--- config.mk ---
export PLATFORM = sky130hd
export DESIGN_NAME = tx_resp_packer_flat
export DESIGN_NICKNAME = d
export VERILOG_FILES = /design/src/rtl/tx_resp_packer_if.sv /design/src/rtl/tx_resp_packer.sv /design/src/flat_wrapper.sv
export SDC_FILE = /design/constraint.sdc
export NUM_CORES = 1
export LEC_CHECK = 0
export BUFFER_PORTS_ARGS = -buffer_cell sky130_fd_sc_hd__buf_2
export CORE_ASPECT_RATIO = 1.1
export CORE_MARGIN = 2
export CORE_UTILIZATION = 46
export CTS_BUF_LIST = sky130_fd_sc_hd__clkbuf_4 sky130_fd_sc_hd__clkbuf_8
export DETAILED_ROUTE_END_ITERATION = 8
export GPL_TIMING_DRIVEN = 0
export PLACE_DENSITY = 0.78
export SYNTH_ARGS = -nofsm -noshare
export SYNTH_HDL_FRONTEND = slang
export SYNTH_SLANG_ARGS = --single-unit
--- constraint.sdc ---
create_clock -name clk -period 1.4 [get_ports clk]
set_clock_uncertainty 0.2 [all_clocks]
set_input_delay 0.28 -clock clk [delete_from_list [all_inputs] [get_ports clk]]
set_output_delay 0.28 -clock clk [all_outputs]
set_load 0.1 [all_outputs]
--- src/rtl/tx_resp_packer_if.sv ---
// Response/FIFO-side bundle for tx_resp_packer.
//   rd_data / rd_vld    : register-file read byte and its 1-cycle strobe
//   alu_out / alu_vld   : ALU result and its 1-cycle strobe
//   fifo_full           : TX FIFO full flag
//   wr_data / w_inc     : byte and write enable toward the TX FIFO
//   busy                : packet in progress
//   drop_err            : 1-cycle pulse, a response was discarded
// The master modport is the response/FIFO environment; the slave modport is the packer.
interface tx_resp_packer_if #(
    parameter int DATA_WIDTH = 8,
    parameter int ALU_WIDTH  = 16
);
    logic [DATA_WIDTH-1:0] rd_data;
    logic                  rd_vld;
    logic [ALU_WIDTH-1:0]  alu_out;
    logic                  alu_vld;
    logic                  fifo_full;
    logic [DATA_WIDTH-1:0] wr_data;
    logic                  w_inc;
    logic                  busy;
    logic                  drop_err;

    modport master (
        output rd_data, rd_vld, alu_out, alu_vld, fifo_full,
        input  wr_data, w_inc, busy, drop_err
    );

    modport slave (
        input  rd_data, rd_vld, alu_out, alu_vld, fifo_full,
        output wr_data, w_inc, busy, drop_err
    );
endinterface

--- src/rtl/tx_resp_packer.sv ---
// Response packer between the system controller and the TX FIFO write port.
// Captures one response (8-bit register read or 16-bit ALU result), serializes
// it into FIFO bytes paced by fifo_full, optionally appends an XOR checksum
// byte, and pulses drop_err for any response it has to discard.
// Ports:
//   clk   : system clock
//   rst   : asynchronous active-high reset
//   bus   : tx_resp_packer_if.slave (strobes/data in, FIFO write side out)
module tx_resp_packer #(
    parameter int DATA_WIDTH  = 8,
    parameter int ALU_WIDTH   = 16,
    parameter bit CHECKSUM_EN = 1'b0
) (
    input  logic               clk,
    input  logic               rst,
    tx_resp_packer_if.slave    bus
);
    typedef enum logic [1:0] {
        IDLE    = 2'd0,
        SEND_B0 = 2'd1,
        SEND_B1 = 2'd2,
        SEND_CS = 2'd3
    } state_t;

    state_t                state_reg;
    logic [DATA_WIDTH-1:0] b0_reg;
    logic [DATA_WIDTH-1:0] b1_reg;
    logic                  len2_reg;
    logic                  drop_reg;

    logic                  active;
    logic                  w_inc;
    logic [DATA_WIDTH-1:0] cs_byte;
    logic [DATA_WIDTH-1:0] sel_byte;

    assign active = (state_reg != IDLE);
    // A stalled SEND state simply keeps its byte on wr_data until the FIFO frees up.
    assign w_inc  = active & ~bus.fifo_full;

    // RD packets carry a single payload byte, so their checksum is that byte.
    assign cs_byte = len2_reg ? (b0_reg ^ b1_reg) : b0_reg;

    always_comb begin
        sel_byte = '0;
        case (state_reg)
            SEND_B0: sel_byte = b0_reg;
            SEND_B1: sel_byte = b1_reg;
            SEND_CS: sel_byte = cs_byte;
            default: sel_byte = '0;
        endcase
    end

    assign bus.wr_data  = sel_byte;
    assign bus.w_inc    = w_inc;
    assign bus.busy     = active;
    assign bus.drop_err = drop_reg;

    always_ff @(posedge clk or posedge rst) begin
        if (rst) begin
            state_reg <= IDLE;
            b0_reg    <= '0;
            b1_reg    <= '0;
            len2_reg  <= 1'b0;
            drop_reg  <= 1'b0;
        end else begin
            drop_reg <= 1'b0;
            case (state_reg)
                IDLE: begin
                    if (bus.alu_vld) begin
                        b0_reg    <= bus.alu_out[DATA_WIDTH-1:0];
                        b1_reg    <= bus.alu_out[ALU_WIDTH-1:DATA_WIDTH];
                        len2_reg  <= 1'b1;
                        state_reg <= SEND_B0;
                        // ALU has priority; a simultaneous RD response is lost.
                        drop_reg  <= bus.rd_vld;
                    end else if (bus.rd_vld) begin
                        b0_reg    <= bus.rd_data;
                        b1_reg    <= '0;
                        len2_reg  <= 1'b0;
                        state_reg <= SEND_B0;
                    end
                end
                SEND_B0: begin
                    if (w_inc) begin
                        if (len2_reg)
                            state_reg <= SEND_B1;
                        else if (CHECKSUM_EN)
                            state_reg <= SEND_CS;
                        else
                            state_reg <= IDLE;
                    end
                end
                SEND_B1: begin
                    if (w_inc)
                        state_reg <= CHECKSUM_EN ? SEND_CS : IDLE;
                end
                SEND_CS: begin
                    if (w_inc)
                        state_reg <= IDLE;
                end
                default: state_reg <= IDLE;
            endcase

            // Any strobe seen while a packet is active is discarded, including
            // one on the very edge that writes the final byte.
            if (active && (bus.rd_vld || bus.alu_vld))
                drop_reg <= 1'b1;
        end
    end
endmodule
--- src/flat_wrapper.sv ---
// flat-port wrapper written by rule: the top's interface ports become plain ports
module tx_resp_packer_flat 
#(
    parameter int DATA_WIDTH  = 8,
    parameter int ALU_WIDTH   = 16,
    parameter bit CHECKSUM_EN = 1'b0
)
  (clk, rst, bus_rd_data, bus_rd_vld, bus_alu_out, bus_alu_vld, bus_fifo_full, bus_wr_data, bus_w_inc, bus_busy, bus_drop_err);
  tx_resp_packer_if #(.DATA_WIDTH(DATA_WIDTH), .ALU_WIDTH(ALU_WIDTH)) bus_i ();
  input  logic clk;
  input  logic rst;
  input wire logic [$bits(bus_i.rd_data)-1:0] bus_rd_data;
  input wire logic [$bits(bus_i.rd_vld)-1:0] bus_rd_vld;
  input wire logic [$bits(bus_i.alu_out)-1:0] bus_alu_out;
  input wire logic [$bits(bus_i.alu_vld)-1:0] bus_alu_vld;
  input wire logic [$bits(bus_i.fifo_full)-1:0] bus_fifo_full;
  output wire logic [$bits(bus_i.wr_data)-1:0] bus_wr_data;
  output wire logic [$bits(bus_i.w_inc)-1:0] bus_w_inc;
  output wire logic [$bits(bus_i.busy)-1:0] bus_busy;
  output wire logic [$bits(bus_i.drop_err)-1:0] bus_drop_err;
  assign bus_i.rd_data = bus_rd_data;
  assign bus_i.rd_vld = bus_rd_vld;
  assign bus_i.alu_out = bus_alu_out;
  assign bus_i.alu_vld = bus_alu_vld;
  assign bus_i.fifo_full = bus_fifo_full;
  assign bus_wr_data = bus_i.wr_data;
  assign bus_w_inc = bus_i.w_inc;
  assign bus_busy = bus_i.busy;
  assign bus_drop_err = bus_i.drop_err;
  tx_resp_packer #(.DATA_WIDTH(DATA_WIDTH), .ALU_WIDTH(ALU_WIDTH), .CHECKSUM_EN(CHECKSUM_EN)) u_core (.clk(clk), .rst(rst), .bus(bus_i));
endmodule
==> impl_metrics.json, run 1 <==
{
  "wl_per_cell_um": 21.9,
  "period_share_pct": 139,
  "whs_ns": -0.129,
  "syn_nets": 127,
  "final_cell_area_um2": 1970,
  "fin_nets": 187,
  "drv_cap": 0,
  "syn_area_um2": 1100,
  "cpPeakStageDelay_ns": 0.43,
  "hp-class": "primary input to async pin",
  "cp-end-kind": "output port",
  "clk_pin_slew_ns": 0.13,
  "place_area_um2": 1430,
  "cp_cell_sequence": "buf_8 -> clkbuf_8 -> a21oi_4 -> buf_12",
  "cts-root-buf": "clkbuf_4",
  "fp.dieW_um": 50.7,
  "place_hpwl_um": 1820,
  "cp.required_ns": 0.92,
  "ctsHoldBuffers": 8,
  "clock_path_buffers": 2,
  "worstMarginPinSlew_ns": 0.774,
  "fin_crit_ns": 1.94,
  "final_cell_mix": "buf_2, dfrtp_1, nand2_1",
  "post-place-ws_ns": -0.518,
  "ys_seq_area_share_pct": 45.4,
  "ios": 40,
  "drive_gt1_share_pct": 67.5,
  "rsz0062_at_grt": "yes",
  "setup_viol_count_final": 30,
  "slowest_stage": "dfrtp_1",
  "grt_first_pass_wirelength_um": 5950,
  "port_buffers": 39,
  "drc": 0,
  "antenna_left": 0,
  "vias": 1122,
  "syn_area_per_cell_um2": 11.2,
  "synth_cells": 98,
  "outcome": "complete, but fails checks",
  "grt_pass1_vias": 1215,
  "htreeDepth": 1,
  "first_pass_iters": 4,
  "totalWireLength_um": 4090,
  "synth_seq_cells": 20,
  "fp.dieH_um": 55.3,
  "antenna_found_initial": 0,
  "final_common_cell": "buf_2",
  "first_iter_violations": 32,
  "crit_path_max_fanout": 11,
  "clk_latency_ns": 0.33,
  "relSlewSlack_pct": 48.4,
  "worst_slack_ns": -0.545,
  "via_per_inst": 6.00,
  "core_um2": 2250,
  "overflow": 0,
  "max_freq_mhz": 514,
  "numClockSinks": 20,
  "place.gp.congestion": 0.827,
  "antenna_cells": 0,
  "cts_buffers": 3,
  "initial_core_util_pct": 48.9,
  "path_class": "flip-flop to output port",
  "track_usage_pct": 28.6,
  "grt_max_degree": 21,
  "core.rowCount": 18,
  "slew_viol_final": 0,
  "yosysWarnings": 0,
  "cp-start-kind": "flip-flop",
  "synth_cell_types": 19,
  "syn_to_final_growth_pct": 78.9,
  "violations": "hold timing, setup timing",
  "hold_viol_final": 20,
  "die-area_um2": 2800,
  "worstPathArrival_ns": 1.46,
  "tritoncts": "done"
}
## worst max-delay path: cells and delay by family, from the launching register on
kind	cells	cell delay (ns)
buf+inv	3	0.53
flops	1	0.43
compound gates	1	0.18
## per-layer routing
metal / global-route usage (%) / up-vias / wire, µm
met5: 0 / - / 0
met4: 14.7 / 0 / 153
met3: 3.51 / 15 / 252
met2: 47.4 / 72 / 2080
met1: 36.1 / 551 / 1610
li1: - / 484 / -
## what timing repair did
item | CTS | global route
gates resized for setup | 70 | 13
setup buffers | 5 | 1
pin swaps | 4 | 9
gates cloned | 2 | 0
endpoints found under the hold margin | 28 | 20
setup endpoints to repair | 29 | 30
## cell usage after synthesis (all sizes together)
cell     n  area [µm²]
a21o     1        7.51
a21oi    8        40.0
a22o     8        70.1
a22oi    8        60.1
and2     1        6.26
buf      5        43.8
clkbuf   2        7.51
dfrtp   20         500
inv      2        7.51
maj3     1        10.0
mux2    16         210
nand2   13        48.8
nand3    1        5.00
nor2     3        18.8
o21ai    1        16.3
o22ai    8        50.1
## final cells by class
type | count | area, µm²
tap | 30 | 37.5
multi-input combinational | 69 | 766
sequential | 20 | 503
fill | 100 | 280
timing repair buffer | 55 | 522
clock buffer | 4 | 36.3
inverter | 2 | 7.51
buffer | 7 | 100
## path summary, 6_finish.rpt
check	startpoint	to	slack (ns)	cells past startpoint
min in group clk	bus_rd_vld	u_core.bus.drop_err	0.06	2
worst min-delay path	rst	u_core.b0_reg[4]	-0.13	2
worst max-delay path	u_core.state_reg[0]	bus_wr_data[4]	-0.54	4
worst min register to register	u_core.b1_reg[2]	u_core.b1_reg[2]	0.39	1
worst max register to register	u_core.state_reg[1]	u_core.b0_reg[4]	-0.35	6
max in group asynchronous	rst	u_core.state_reg[1]	0.60	2
## stage by stage
step / instances / setup TNS (ns) / utilization [%] / hold slack [ns]
2_1_floorplan: 98 / -4.23 / - / 0.0438
3_3_place_gp: 167 / -5.32 / 63.6 / 0.234
3_5_place_dp: 167 / -5.91 / 63.6 / 0.255
4_1_cts: 186 / -8.54 / 84.8 / -0.0807
5_1_grt: 187 / -11.42 / 87.6 / -0.0700
6_report: 187 / -10.52 / 87.6 / -0.129
## kinds of logic after synthesis
family          after synthesis  share of synthesized area [%]
compound gates               34                           22.1
flops                        20                           45.4
buf+inv                       9                           5.34
mux                          16                           19.1
simple gates                 18                           7.15
fa+ha+maj                     1                          0.908
Power of run 1 is left out: the tool's default activity adds up to more than one toggle a clock period on the data nets, which glitch-free logic cannot reach.
==> inputs of run 2 (changes only) <==
CTS_CLUSTER_DIAMETER = 120   (was not set)
PLACE_DENSITY = 0.83   (was 0.78)
==> impl_metrics.json, run 2 (synthesis gave the netlist of run 1 again) <==
{
  "wl_per_cell_um": 26.0,
  "antenna_left": 0,
  "drive_gt1_share_pct": 68.9,
  "crit_family": "flip-flops",
  "r2r_end": "u_core.b1_reg[6]",
  "violations": "hold timing, setup timing",
  "clock_path_buffers": 2,
  "path_class": "flip-flop to output port",
  "final_cell_mix": "buf_2, dfrtp_1, nand2_1",
  "ios": 40,
  "cpPeakStageDelay_ns": 0.49,
  "drv_cap": 0,
  "port_buffers": 39,
  "worstPathArrival_ns": 1.50,
  "crit_path_max_fanout": 9,
  "path_buf_inv": 2,
  "tns_ns": -9.70,
  "vias": 1239,
  "hold_viol_final": 20,
  "slowest_stage": "dfrtp_2",
  "track_usage_pct": 31.1,
  "setup_viol_count_final": 29,
  "fp.dieW_um": 50.7,
  "utilization_pct": 90.1,
  "tritoncts": "done",
  "cts_buffers": 3,
  "die-area_um2": 2800,
  "worstMarginPinSlew_ns": 0.804,
  "core.rowCount": 18,
  "htreeDepth": 1,
  "final_cells": 191,
  "drc": 0,
  "hp-class": "primary input to async pin",
  "place_hpwl_um": 1940,
  "ctsHoldBuffers": 8,
  "grt_max_degree": 21,
  "cp_cell_sequence": "buf_8 -> a22oi_2 -> a21oi_4 -> buf_12",
  "overflow": 0,
  "cp-start-kind": "flip-flop",
  "final_common_cell": "buf_2",
  "core_um2": 2250,
  "outcome": "complete, but fails checks",
  "grt_first_pass_wirelength_um": 6400,
  "fp.dieH_um": 55.3,
  "clk_pin_slew_ns": 0.12,
  "antenna_found_initial": 0,
  "fin_nets": 191,
  "numClockSinks": 20,
  "crit_start": "u_core.state_reg[1]",
  "max_freq_mhz": 506,
  "place.gp.congestion": 0.841,
  "cp.required_ns": 0.92,
  "regToRegSetupSlack_ns": -0.34,
  "clk_latency_ns": 0.30,
  "worst_slack_ns": -0.576,
  "relSlewSlack_pct": 46.3,
  "cts-root-buf": "clkbuf_4",
  "initial_core_util_pct": 48.9,
  "reg2reg_depth": 6,
  "r2r_start": "u_core.state_reg[1]",
  "fin_crit_ns": 1.98,
  "via_per_inst": 6.49,
  "whs_ns": -0.0915,
  "post-place-cells": 167,
  "first_pass_iters": 4,
  "syn_to_final_growth_pct": 84.1,
  "cp-end-kind": "output port",
  "period_share_pct": 141,
  "grt_pass1_vias": 1281,
  "first_iter_violations": 51,
  "antenna_cells": 0,
  "slew_viol_final": 0,
  "rsz0062_at_grt": "yes",
  "totalWireLength_um": 4970
}
## run 2: worst max path at each step
stage                                     end  slack, ns  cells past startpoint
after floorplan           u_core.bus.drop_err      -0.44                      4
after global placement         bus_wr_data[3]      -0.48                      4
after detailed placement       bus_wr_data[7]      -0.50                      4
after CTS                      bus_wr_data[2]      -0.50                      4
after global routing           bus_wr_data[2]      -0.60                      4
final                          bus_wr_data[6]      -0.58                      4
## run 2: final cells by class
| class | instances | area, µm² |
|---|---|---|
| clock buffers | 4 | 36.3 |
| plain buffers | 7 | 105 |
| multi-input cells | 70 | 800 |
| inverters | 2 | 7.51 |
| well taps | 30 | 37.5 |
| repair buffers | 58 | 541 |
| flip-flops and latches | 20 | 503 |
| fillers | 90 | 223 |
## run 2: stage by stage
| stage | setup WS (ns) | hold WS [ns] | cell area (µm²) |
|---|---|---|---|
| 2_1_floorplan | -0.439 | 0.0438 | 1200 |
| 3_3_place_gp | -0.476 | 0.231 | 1430 |
| 3_5_place_dp | -0.503 | 0.255 | 1430 |
| 4_1_cts | -0.498 | -0.0803 | 1930 |
| 5_1_grt | -0.599 | -0.0252 | 2030 |
| 6_report | -0.576 | -0.0915 | 2030 |
## run 2: layer usage
layer / vias to the layer above / part of all wire (%) / GRT usage (%)
li1: 494 / - / -
met4: 0 / 7.5 / 20.1
met2: 106 / 50 / 53.6
met3: 37 / 8.7 / 3.24
met5: - / 0 / 0
met1: 602 / 33 / 35.9
## run 2: worst reg2reg max path, delay by kind of cell, from the launching register on
kind | cells | cell delay [ns]
buffers and inverters | 3 | 0.47
AOI/OAI and AO/OA | 2 | 0.33
DFF | 1 | 0.49
and+or+nand+nor | 1 | 0.13
## run 2: timing repair
item	4_1_cts	5_1_grt
buffers inserted	5	4
gates cloned	4	0
hold endpoints to repair	28	20
pin swaps	11	11
resized for setup	76	16
endpoints found under the setup margin	29	30
Power of run 2 is left out for the same reason.
==> inputs of run 3 (changes only) <==
RECOVER_POWER = 100   (was not set)
SKIP_CTS_REPAIR_TIMING = 1   (was not set)
==> impl_metrics.json, run 3 (synthesis gave the netlist of run 1 again) <==
{
  "htreeDepth": 1,
  "drv_cap": 0,
  "port_buffers": 39,
  "fin_crit_ns": 1.95,
  "multiInputGateArea_um2": 758,
  "totalWireLength_um": 3780,
  "crit_path_max_fanout": 10,
  "final_common_cell": "buf_2",
  "numClockSinks": 20,
  "path_class": "flip-flop to output port",
  "core.rowCount": 18,
  "grt_first_pass_wirelength_um": 4330,
  "hp-class": "primary input to async pin",
  "crit_family": "flip-flops",
  "clk_pin_slew_ns": 0.13,
  "grt_pass1_vias": 997,
  "vias": 1111,
  "relSlewSlack_pct": 48.8,
  "wl_per_cell_um": 20.2,
  "clock_path_buffers": 2,
  "fp.dieW_um": 50.7,
  "cpPeakStageDelay_ns": 0.48,
  "whs_ns": -0.129,
  "cp-end-kind": "output port",
  "setup_viol_count_final": 29,
  "antenna_found_initial": 0,
  "clk_latency_ns": 0.32,
  "post-place-ws_ns": -0.503,
  "slew_viol_final": 0,
  "grt_max_degree": 21,
  "drive_gt1_share_pct": 68.2,
  "seq_area_um2": 503,
  "overflow": 0,
  "track_usage_pct": 20.1,
  "die-area_um2": 2800,
  "place.gp.congestion": 0.841,
  "ios": 40,
  "worst_slack_ns": -0.550,
  "tritoncts": "done",
  "violations": "hold timing, setup timing",
  "max_freq_mhz": 513,
  "cp_cell_sequence": "buf_8 -> o22ai_2 -> a21oi_4 -> buf_12",
  "slowest_stage": "dfrtp_2",
  "antenna_cells": 0,
  "place_area_um2": 1430,
  "cts_buffers": 3,
  "cts-root-buf": "clkbuf_4",
  "antenna_left": 0,
  "final_cell_mix": "buf_2, dfrtp_1, nand2_1",
  "outcome": "complete, but fails checks",
  "final_cell_area_um2": 1960,
  "reg2reg_depth": 6,
  "via_per_inst": 5.94,
  "rsz0062_at_grt": "yes",
  "period_share_pct": 139,
  "first_pass_iters": 4,
  "tns_ns": -9.43,
  "fp.dieH_um": 55.3,
  "fin_nets": 187,
  "hold_viol_final": 21,
  "r2r_start": "u_core.state_reg[0]",
  "drc": 0,
  "syn_to_final_growth_pct": 78.0,
  "cp.required_ns": 0.92,
  "cp-start-kind": "flip-flop",
  "initial_core_util_pct": 48.9,
  "worstMarginPinSlew_ns": 0.767,
  "n_fill_cell": 100,
  "path_buf_inv": 2,
  "place_hpwl_um": 1940,
  "worstPathArrival_ns": 1.47,
  "first_iter_violations": 33,
  "core_um2": 2250,
  "r2r_end": "u_core.b0_reg[5]",
  "regToRegSetupSlack_ns": -0.29
}
==> run 3: cell count changes in the layout (fill, tap and decap cells not counted), sizes merged <==
cell | before | now
o21ai | 2 | 1
clkbuf | 5 | 4
dlygate4sd3 | 8 | 7
buf | 56 | 55
==> run 3: how the worst max path moves through the flow <==
stage | start | endpoint | slack [ns] | cells past startpoint
finish | u_core.len2_reg | bus_wr_data[1] | -0.55 | 4
global route | u_core.state_reg[1] | bus_wr_data[6] | -0.59 | 4
CTS | u_core.state_reg[1] | bus_wr_data[7] | -0.85 | 4
detailed placement | u_core.state_reg[1] | bus_wr_data[7] | -0.50 | 4
global placement | u_core.state_reg[1] | bus_wr_data[3] | -0.48 | 4
floorplan | u_core.state_reg[0] | u_core.bus.drop_err | -0.44 | 4
==> run 3: per-stage QoR <==
step                      std cells  hold WS (ns)  utilization [%]
after floorplan                  98        0.0438                -
after global placement          167         0.231             63.6
after detailed placement        167         0.255             63.6
after CTS                       171       -0.0802             65.2
after global routing            187       -0.0593             87.1
final                           187        -0.129             87.1
==> run 3: metal layers <==
metal,global-route usage (%),wire [µm]
met1,26.1,1440
met3,2.16,247
met2,33.3,2000
met4,9.27,98
met5,0,0
==> run 3: worst reg2reg max path: cells and delay by family (launching register included) <==
family | cells | cell delay, ns
multiplexers | 1 | 0.26
buffers and inverters | 3 | 0.44
AO/OA/AOI/OAI | 1 | 0.12
AND/OR/NAND/NOR | 1 | 0.17
flip-flops | 1 | 0.40
==> run 3: area by class of cell <==
| type | instances | area share [%] |
|---|---|---|
| Multi-Input combinational cell | 69 | 38.6 |
| Timing Repair Buffer | 55 | 27.1 |
| Sequential cell | 20 | 25.6 |
| Buffer | 7 | 4.21 |
| Tap cell | 30 | 1.91 |
| Clock buffer | 4 | 1.85 |
| Inverter | 2 | 0.638 |
Power of run 3 is left out for the same reason.
